`config.mk`:
```
export PLATFORM = sky130hd
export DESIGN_NAME = dsp_mac_pipe
export DESIGN_NICKNAME = d
export VERILOG_FILES = /design/src/rtl/dsp_mac_pkg.sv /design/src/rtl/dsp_pipe_reg.sv /design/src/rtl/dsp_mac_pipe.sv
export SDC_FILE = /design/constraint.sdc
export NUM_CORES = 2
export LEC_CHECK = 0
export CAP_MARGIN = 20
export CORE_MARGIN = 5
export CORE_UTILIZATION = 54
export DETAILED_ROUTE_END_ITERATION = 16
export PLACE_DENSITY = 0.78
export SYNTH_ARGS = -nofsm -noshare
export SYNTH_HDL_FRONTEND = slang
export SYNTH_SLANG_ARGS = --single-unit
```
`constraint.sdc`:
```
create_clock -name CLK -period 6 [get_ports CLK]
set_input_delay 1.2 -clock CLK [delete_from_list [all_inputs] [get_ports CLK]]
set_output_delay 1.2 -clock CLK [all_outputs]
set_load 0.02 [all_outputs]
```
`src/rtl/dsp_mac_pkg.sv`:
```
// Shared OPMODE decode, X/Z select codes and per-stage control payload for dsp_mac_pipe.
// Latency: n/a (types and constants only).
// Backpressure: n/a.
package dsp_mac_pkg;

    localparam int OP_X_LSB    = 0;
    localparam int OP_Z_LSB    = 2;
    localparam int OP_PRE_EN   = 4;
    localparam int OP_CIN      = 5;
    localparam int OP_PRE_SUB  = 6;
    localparam int OP_POST_SUB = 7;

    typedef enum logic [1:0] {
        X_ZERO = 2'd0,
        X_M    = 2'd1,
        X_P    = 2'd2,
        X_DAB  = 2'd3
    } x_sel_e;

    typedef enum logic [1:0] {
        Z_ZERO = 2'd0,
        Z_PCIN = 2'd1,
        Z_P    = 2'd2,
        Z_C    = 2'd3
    } z_sel_e;

    // Only the OPMODE bits still needed after the pre-adder travel down the pipe.
    typedef struct packed {
        logic   vld;
        logic   post_sub;
        logic   cin;
        z_sel_e z_sel;
        x_sel_e x_sel;
    } stage_ctl_t;

endpackage

```
`src/rtl/dsp_pipe_reg.sv`:
```
// Enable-gated pipeline register with asynchronous active-low clear.
// Latency: 1 cycle when en is high.
// Backpressure: holds its contents while en is low.
module dsp_pipe_reg #(
    parameter int WIDTH = 1
) (
    input  logic             clk,
    input  logic             rst_n,
    input  logic             en,
    input  logic [WIDTH-1:0] d,
    output logic [WIDTH-1:0] q
);

    always_ff @(posedge clk or negedge rst_n) begin
        if (!rst_n) begin
            q <= '0;
        end else if (en) begin
            q <= d;
        end
    end

endmodule

```
`src/rtl/dsp_mac_pipe.sv`:
```
// Pipelined pre-add / multiply / post-add-accumulate slice with per-beat OPMODE; DSP_MAC_SAT_EN saturates P.
// Latency: 3 register stages from accept to OUT_VALID; 1 result per cycle when OUT_READY stays high.
// Backpressure: whole pipe stalls when OUT_VALID && !OUT_READY; IN_READY = !OUT_VALID | OUT_READY.
module dsp_mac_pipe
    import dsp_mac_pkg::*;
#(
    parameter int A_W = 18,
    parameter int B_W = 18,
    parameter int C_W = 48
) (
    input  logic               CLK,
    input  logic               RST_N,
    input  logic [A_W-1:0]     A,
    input  logic [B_W-1:0]     B,
    input  logic [B_W-1:0]     D,
    input  logic [C_W-1:0]     C,
    input  logic [C_W-1:0]     PCIN,
    input  logic [7:0]         OPMODE,
    input  logic               ACC_CLR,
    input  logic               IN_VALID,
    output logic               IN_READY,
    output logic               OUT_VALID,
    input  logic               OUT_READY,
    output logic [C_W-1:0]     P,
    output logic [C_W-1:0]     PCOUT,
    output logic [A_W+B_W-1:0] M,
    output logic               CARRYOUT
);

    localparam int M_W   = A_W + B_W;
    localparam int CTL_W = $bits(stage_ctl_t);
    localparam int S_W   = CTL_W + A_W + B_W + C_W + B_W;

    logic             adv;
    stage_ctl_t       ctl_in, s1_ctl, s2_ctl;
    logic [B_W-1:0]   b_pre, s1_b, s2_b, s1_d, s2_d;
    logic [A_W-1:0]   s1_a, s2_a;
    logic [C_W-1:0]   s1_c, s2_c;
    logic [S_W-1:0]   s1_q, s2_q;
    logic [M_W-1:0]   m_nxt, m_q;
    logic [C_W-1:0]   p_q, p_fb, x_val, z_val, p_res;
    logic             carry_q, ov_q;
    logic [C_W:0]     r, pc_d, pc_q;

    assign adv      = !ov_q || OUT_READY;
    assign IN_READY = adv;

    always_comb begin
        ctl_in          = '0;
        ctl_in.vld      = IN_VALID;
        ctl_in.post_sub = OPMODE[OP_POST_SUB];
        ctl_in.cin      = OPMODE[OP_CIN];
        ctl_in.z_sel    = z_sel_e'(OPMODE[OP_Z_LSB +: 2]);
        ctl_in.x_sel    = x_sel_e'(OPMODE[OP_X_LSB +: 2]);
    end

    assign b_pre = !OPMODE[OP_PRE_EN] ? B :
                   (OPMODE[OP_PRE_SUB] ? D - B : D + B);

    // Stage 1: operands, pre-adder result and control
    dsp_pipe_reg #(.WIDTH(S_W)) u_s1 (
        .clk   (CLK),
        .rst_n (RST_N),
        .en    (adv),
        .d     ({ctl_in, A, b_pre, C, D}),
        .q     (s1_q)
    );
    assign {s1_ctl, s1_a, s1_b, s1_c, s1_d} = s1_q;

    assign m_nxt = M_W'(s1_a) * M_W'(s1_b);

    // Stage 2: operands travel alongside the product; M only moves on a valid beat
    dsp_pipe_reg #(.WIDTH(S_W)) u_s2 (
        .clk   (CLK),
        .rst_n (RST_N),
        .en    (adv),
        .d     (s1_q),
        .q     (s2_q)
    );
    assign {s2_ctl, s2_a, s2_b, s2_c, s2_d} = s2_q;

    dsp_pipe_reg #(.WIDTH(M_W)) u_m (
        .clk   (CLK),
        .rst_n (RST_N),
        .en    (adv && s1_ctl.vld),
        .d     (m_nxt),
        .q     (m_q)
    );

    // Stage 3: X/Z muxes and post-adder; ACC_CLR zeroes the feedback for the entering beat
    always_comb begin
        p_fb  = ACC_CLR ? '0 : p_q;
        x_val = '0;
        z_val = '0;
        case (s2_ctl.x_sel)
            X_ZERO: x_val = '0;
            X_M:    x_val = C_W'(m_q);
            X_P:    x_val = p_fb;
            X_DAB:  x_val = C_W'({s2_d, s2_a, s2_b});
            default: x_val = '0;
        endcase
        case (s2_ctl.z_sel)
            Z_ZERO: z_val = '0;
            Z_PCIN: z_val = PCIN;
            Z_P:    z_val = p_fb;
            Z_C:    z_val = s2_c;
            default: z_val = '0;
        endcase
        if (s2_ctl.post_sub) begin
            r = {1'b0, z_val} - ({1'b0, x_val} + {{C_W{1'b0}}, s2_ctl.cin});
        end else begin
            r = {1'b0, z_val} + {1'b0, x_val} + {{C_W{1'b0}}, s2_ctl.cin};
        end
`ifdef DSP_MAC_SAT_EN
        if (r[C_W]) begin
            p_res = s2_ctl.post_sub ? '0 : '1;
        end else begin
            p_res = r[C_W-1:0];
        end
`else
        p_res = r[C_W-1:0];
`endif
        pc_d = s2_ctl.vld ? {r[C_W], p_res} : '0;
    end

    dsp_pipe_reg #(.WIDTH(C_W+1)) u_p (
        .clk   (CLK),
        .rst_n (RST_N),
        .en    (adv && (s2_ctl.vld || ACC_CLR)),
        .d     (pc_d),
        .q     (pc_q)
    );
    assign {carry_q, p_q} = pc_q;

    dsp_pipe_reg #(.WIDTH(1)) u_ov (
        .clk   (CLK),
        .rst_n (RST_N),
        .en    (adv),
        .d     (s2_ctl.vld),
        .q     (ov_q)
    );

    assign OUT_VALID = ov_q;
    assign P         = p_q;
    assign PCOUT     = p_q;
    assign M         = m_q;
    assign CARRYOUT  = carry_q;

endmodule

```
==> impl_metrics.ini <==
[flow_run]
cap_viol_max_count = 0

[timing]
worst_slew_margin_rel = 0.216
drv_slew = 0
period_share = 1.03
rsz0062_at_grt = yes
setup_violations = 4
fin_worst_skew_ps = 15.2
layout_min_cycle_time_ps = 6160
hold_viol_final = 0
worst_slack_ps = -159
fmaxAchievable_mhz = 162
worst_pin_slew_ps = 1170

[floorplanning]
coreArea_um2 = 57900
initial_utilization = 0.547
die_x_um = 252
dieArea_um2 = 63600
die_h_um = 252
rows = 88
io_pins = 298

[setup_path]
start_kind = register
critPathKind = reg -> reg
crit_fanout = 7
worstPathArrival_ps = 6580
cp-end-kind = register
crit_required_ps = 6420

[global_routing]
grt.total_usage = 0.297
grt_start_max_net_pins = 223
antenna_found_initial = 3
grt_overflow = 0
first_global_vias = 27809
grt_pass1_wl_mm = 151

[place]
port_buffers = 297
place_hpwl_mm = 75.6
gp_congestion = 0.934
place_area_um2 = 36300
place_inst = 4893

[clock_network]
max-clock-path-buffers = 3
clkLatencyLatePin_ps = 570
cts.sinks = 292
cts_root_buf = clkbuf_16
clk_pin_slew_ps = 60
holdBufCountCts = 0
cts_tree = yes
cts_buffers = 36
htree_levels = 2

[logic_synthesis]
ys_types = 87
synthCells = 3864
syn_area_per_cell_um2 = 8.20
yosys-top-cells-area = dfrtp_1, fa_1, nand2_1
synth.cell_area_um2 = 31700
synthArstFlopShare = 1.00
ys.warnings.count = 0
synth_fp_nets = 4555
yosys.area.top_type = dfrtp_1
synth_xor_area_frac = 0.0370
synth.area.mux_share = 0.0389
ys_seq_area_frac = 0.231
netlist.area_leader.share = 0.231
synth_edf_count = 0
synth_compound_area_frac = 0.139
synth_top_family_by_area = adder cells
ys.flop_type = dfrtp_1
synthAdderAreaFrac = 0.270
yosys.area_share.simple = 0.197
ys_ff_latch = 292

[detailed_routing]
ant_nets = 0
drc = 0
drt_wl_total_mm = 97.2
vias_per_cell = 5.66
first_iter_violations = 2245
wl_per_cell_um = 19.6
via_count = 28111
dr_wl_met2_mm = 44.4
routed-wl-met3_mm = 7.32
top_layer = met5
wl_met1_mm = 39.6
first_pass_iters = 5

[final_layout]
drive_above_1_share = 0.119
final_cell_area_um2 = 38100
fin_cells = 4970
nFillCells = 4936
syn2layout_area_growth_pct = 20.2
nets = 4869

[run_status]
violations = negative setup slack
status = finished with violations

[hold_path]
hold_path.class = reg -> reg
[stage by stage]
step | util | hold slack (ps) | setup WS, ps | setup TNS, ps
2_1_floorplan | - | 433 | -23.7 | -23.7
3_3_place_gp | 0.627 | 443 | -517 | -2110
3_5_place_dp | 0.627 | 450 | -522 | -2800
4_1_cts | 0.655 | 463 | -105 | -306
5_1_grt | 0.658 | 480 | -421 | -2130
6_report | 0.658 | 458 | -159 | -382
[worst paths after layout]
| kind | cells past startpoint | endpoint | from | slack, ps |
|---|---|---|---|---|
| max in group asynchronous | 2 | u_s2.q[105] | RST_N | 4150 |
| min in group asynchronous | 1 | u_s1.q[33] | RST_N | 580 |
| min reg2reg | 2 | u_s2.q[0] | u_s1.q[0] | 460 |
| max | 24 | u_m.q[35] | u_s1.q[74] | -160 |
| min | 2 | u_s2.q[0] | u_s1.q[0] | 460 |
| max reg2reg | 24 | u_m.q[35] | u_s1.q[74] | -160 |
[final cells by class]
class	count	area, um2	share of cell area
clock inverter	17	328	0.00860
multi-input combinational	2888	22000	0.576
tap	765	957	0.0251
sequential	292	7340	0.193
timing repair buffer	531	4870	0.128
inverter	429	1620	0.0424
clock buffer	47	1020	0.0268
antenna	1	2.50	0.0000657
[sequential cells by signal (all words and copies together), names as in the netlist]
| register | count |
|---|---|
| u_m.q | 36 |
| u_s2.q | 103 |
| u_ov.q | 1 |
| u_p.q | 49 |
| u_s1.q | 103 |
[cells by family (layout without fill, tap and decap cells)]
family,Yosys count,count (layout)
compound gates,670,670
xor+xnor,134,134
fa+ha+maj,528,528
buf+inv,684,1024
flops,292,292
mux,112,112
other cells,0,1
simple gates,1444,1444
[worst max-delay path: stages, from the launching register on]
cell and delay [ps]:
dfrtp_2 470, buf_6 160, buf_4 150, and2_1 150, fa_1 480, inv_1 50
fa_1 380, fa_1 430, inv_1 90, fa_1 450, fa_1 510, inv_1 50
fa_1 470, inv_1 40, ha_2 170, a211oi_2 270, o211ai_1 220, a2111oi_4 370
a2bb2oi_2 130, a211oi_2 240, nor2_1 80, a311o_1 290, a21oi_2 160, xnor2_1 130
o21ai_1 70
[layout by cell type, fill, tap and decap left out, drive strengths merged, types with 7 or more instances in the layout]
cell / netlist / layout
nand2: 990 / 990
inv: 428 / 433
clkdlybuf4s50: 0 / 296
dfrtp: 292 / 292
ha: 267 / 267
fa: 261 / 261
buf: 74 / 234
o21ai: 196 / 196
and2: 148 / 148
a21oi: 145 / 145
nor2: 114 / 114
mux2: 90 / 90
xnor2: 88 / 88
a21o: 69 / 69
clkbuf: 181 / 48
xor2: 46 / 46
a22oi: 42 / 42
nor2b: 37 / 37
a22o: 36 / 36
nand3: 33 / 33
nor3: 25 / 25
mux2i: 22 / 22
o21bai: 22 / 22
o21a: 21 / 21
nand2b: 20 / 20
a211oi: 20 / 20
and3: 19 / 19
o31ai: 18 / 18
a31oi: 16 / 16
o211ai: 15 / 15
nand4: 13 / 13
bufinv: 0 / 8
nor3b: 8 / 8
or3: 7 / 7
a221o: 7 / 7
[synth_stat cells (all sizes together) (16+ instances only)]
cell	instances
a211oi	20
a21o	69
a21oi	145
a22o	36
a22oi	42
a31oi	16
and2	148
and3	19
buf	74
clkbuf	181
dfrtp	292
fa	261
ha	267
inv	428
mux2	90
mux2i	22
nand2	990
nand2b	20
nand3	33
nor2	114
nor2b	37
nor3	25
o21a	21
o21ai	196
o21bai	22
o31ai	18
xnor2	88
xor2	46
[timing repair]
| action | in CTS | in global routing |
|---|---|---|
| gates resized for setup | 66 | 31 |
| cloned | 0 | 0 |
| buffers inserted | 7 | 7 |
| pin swaps | 45 | 12 |
| endpoints found under the setup margin | 13 | 15 |
[routing by layer]
| metal | global-route usage | up-vias |
|---|---|---|
| met5 | 0 | - |
| met4 | 0.158 | 4 |
| met3 | 0.0488 | 240 |
| met2 | 0.469 | 1022 |
| met1 | 0.396 | 13751 |
| li1 | - | 13094 |
Power is left out: the tool's default activity adds up to more than one toggle a clock period on the data nets, which glitch-free logic cannot reach.
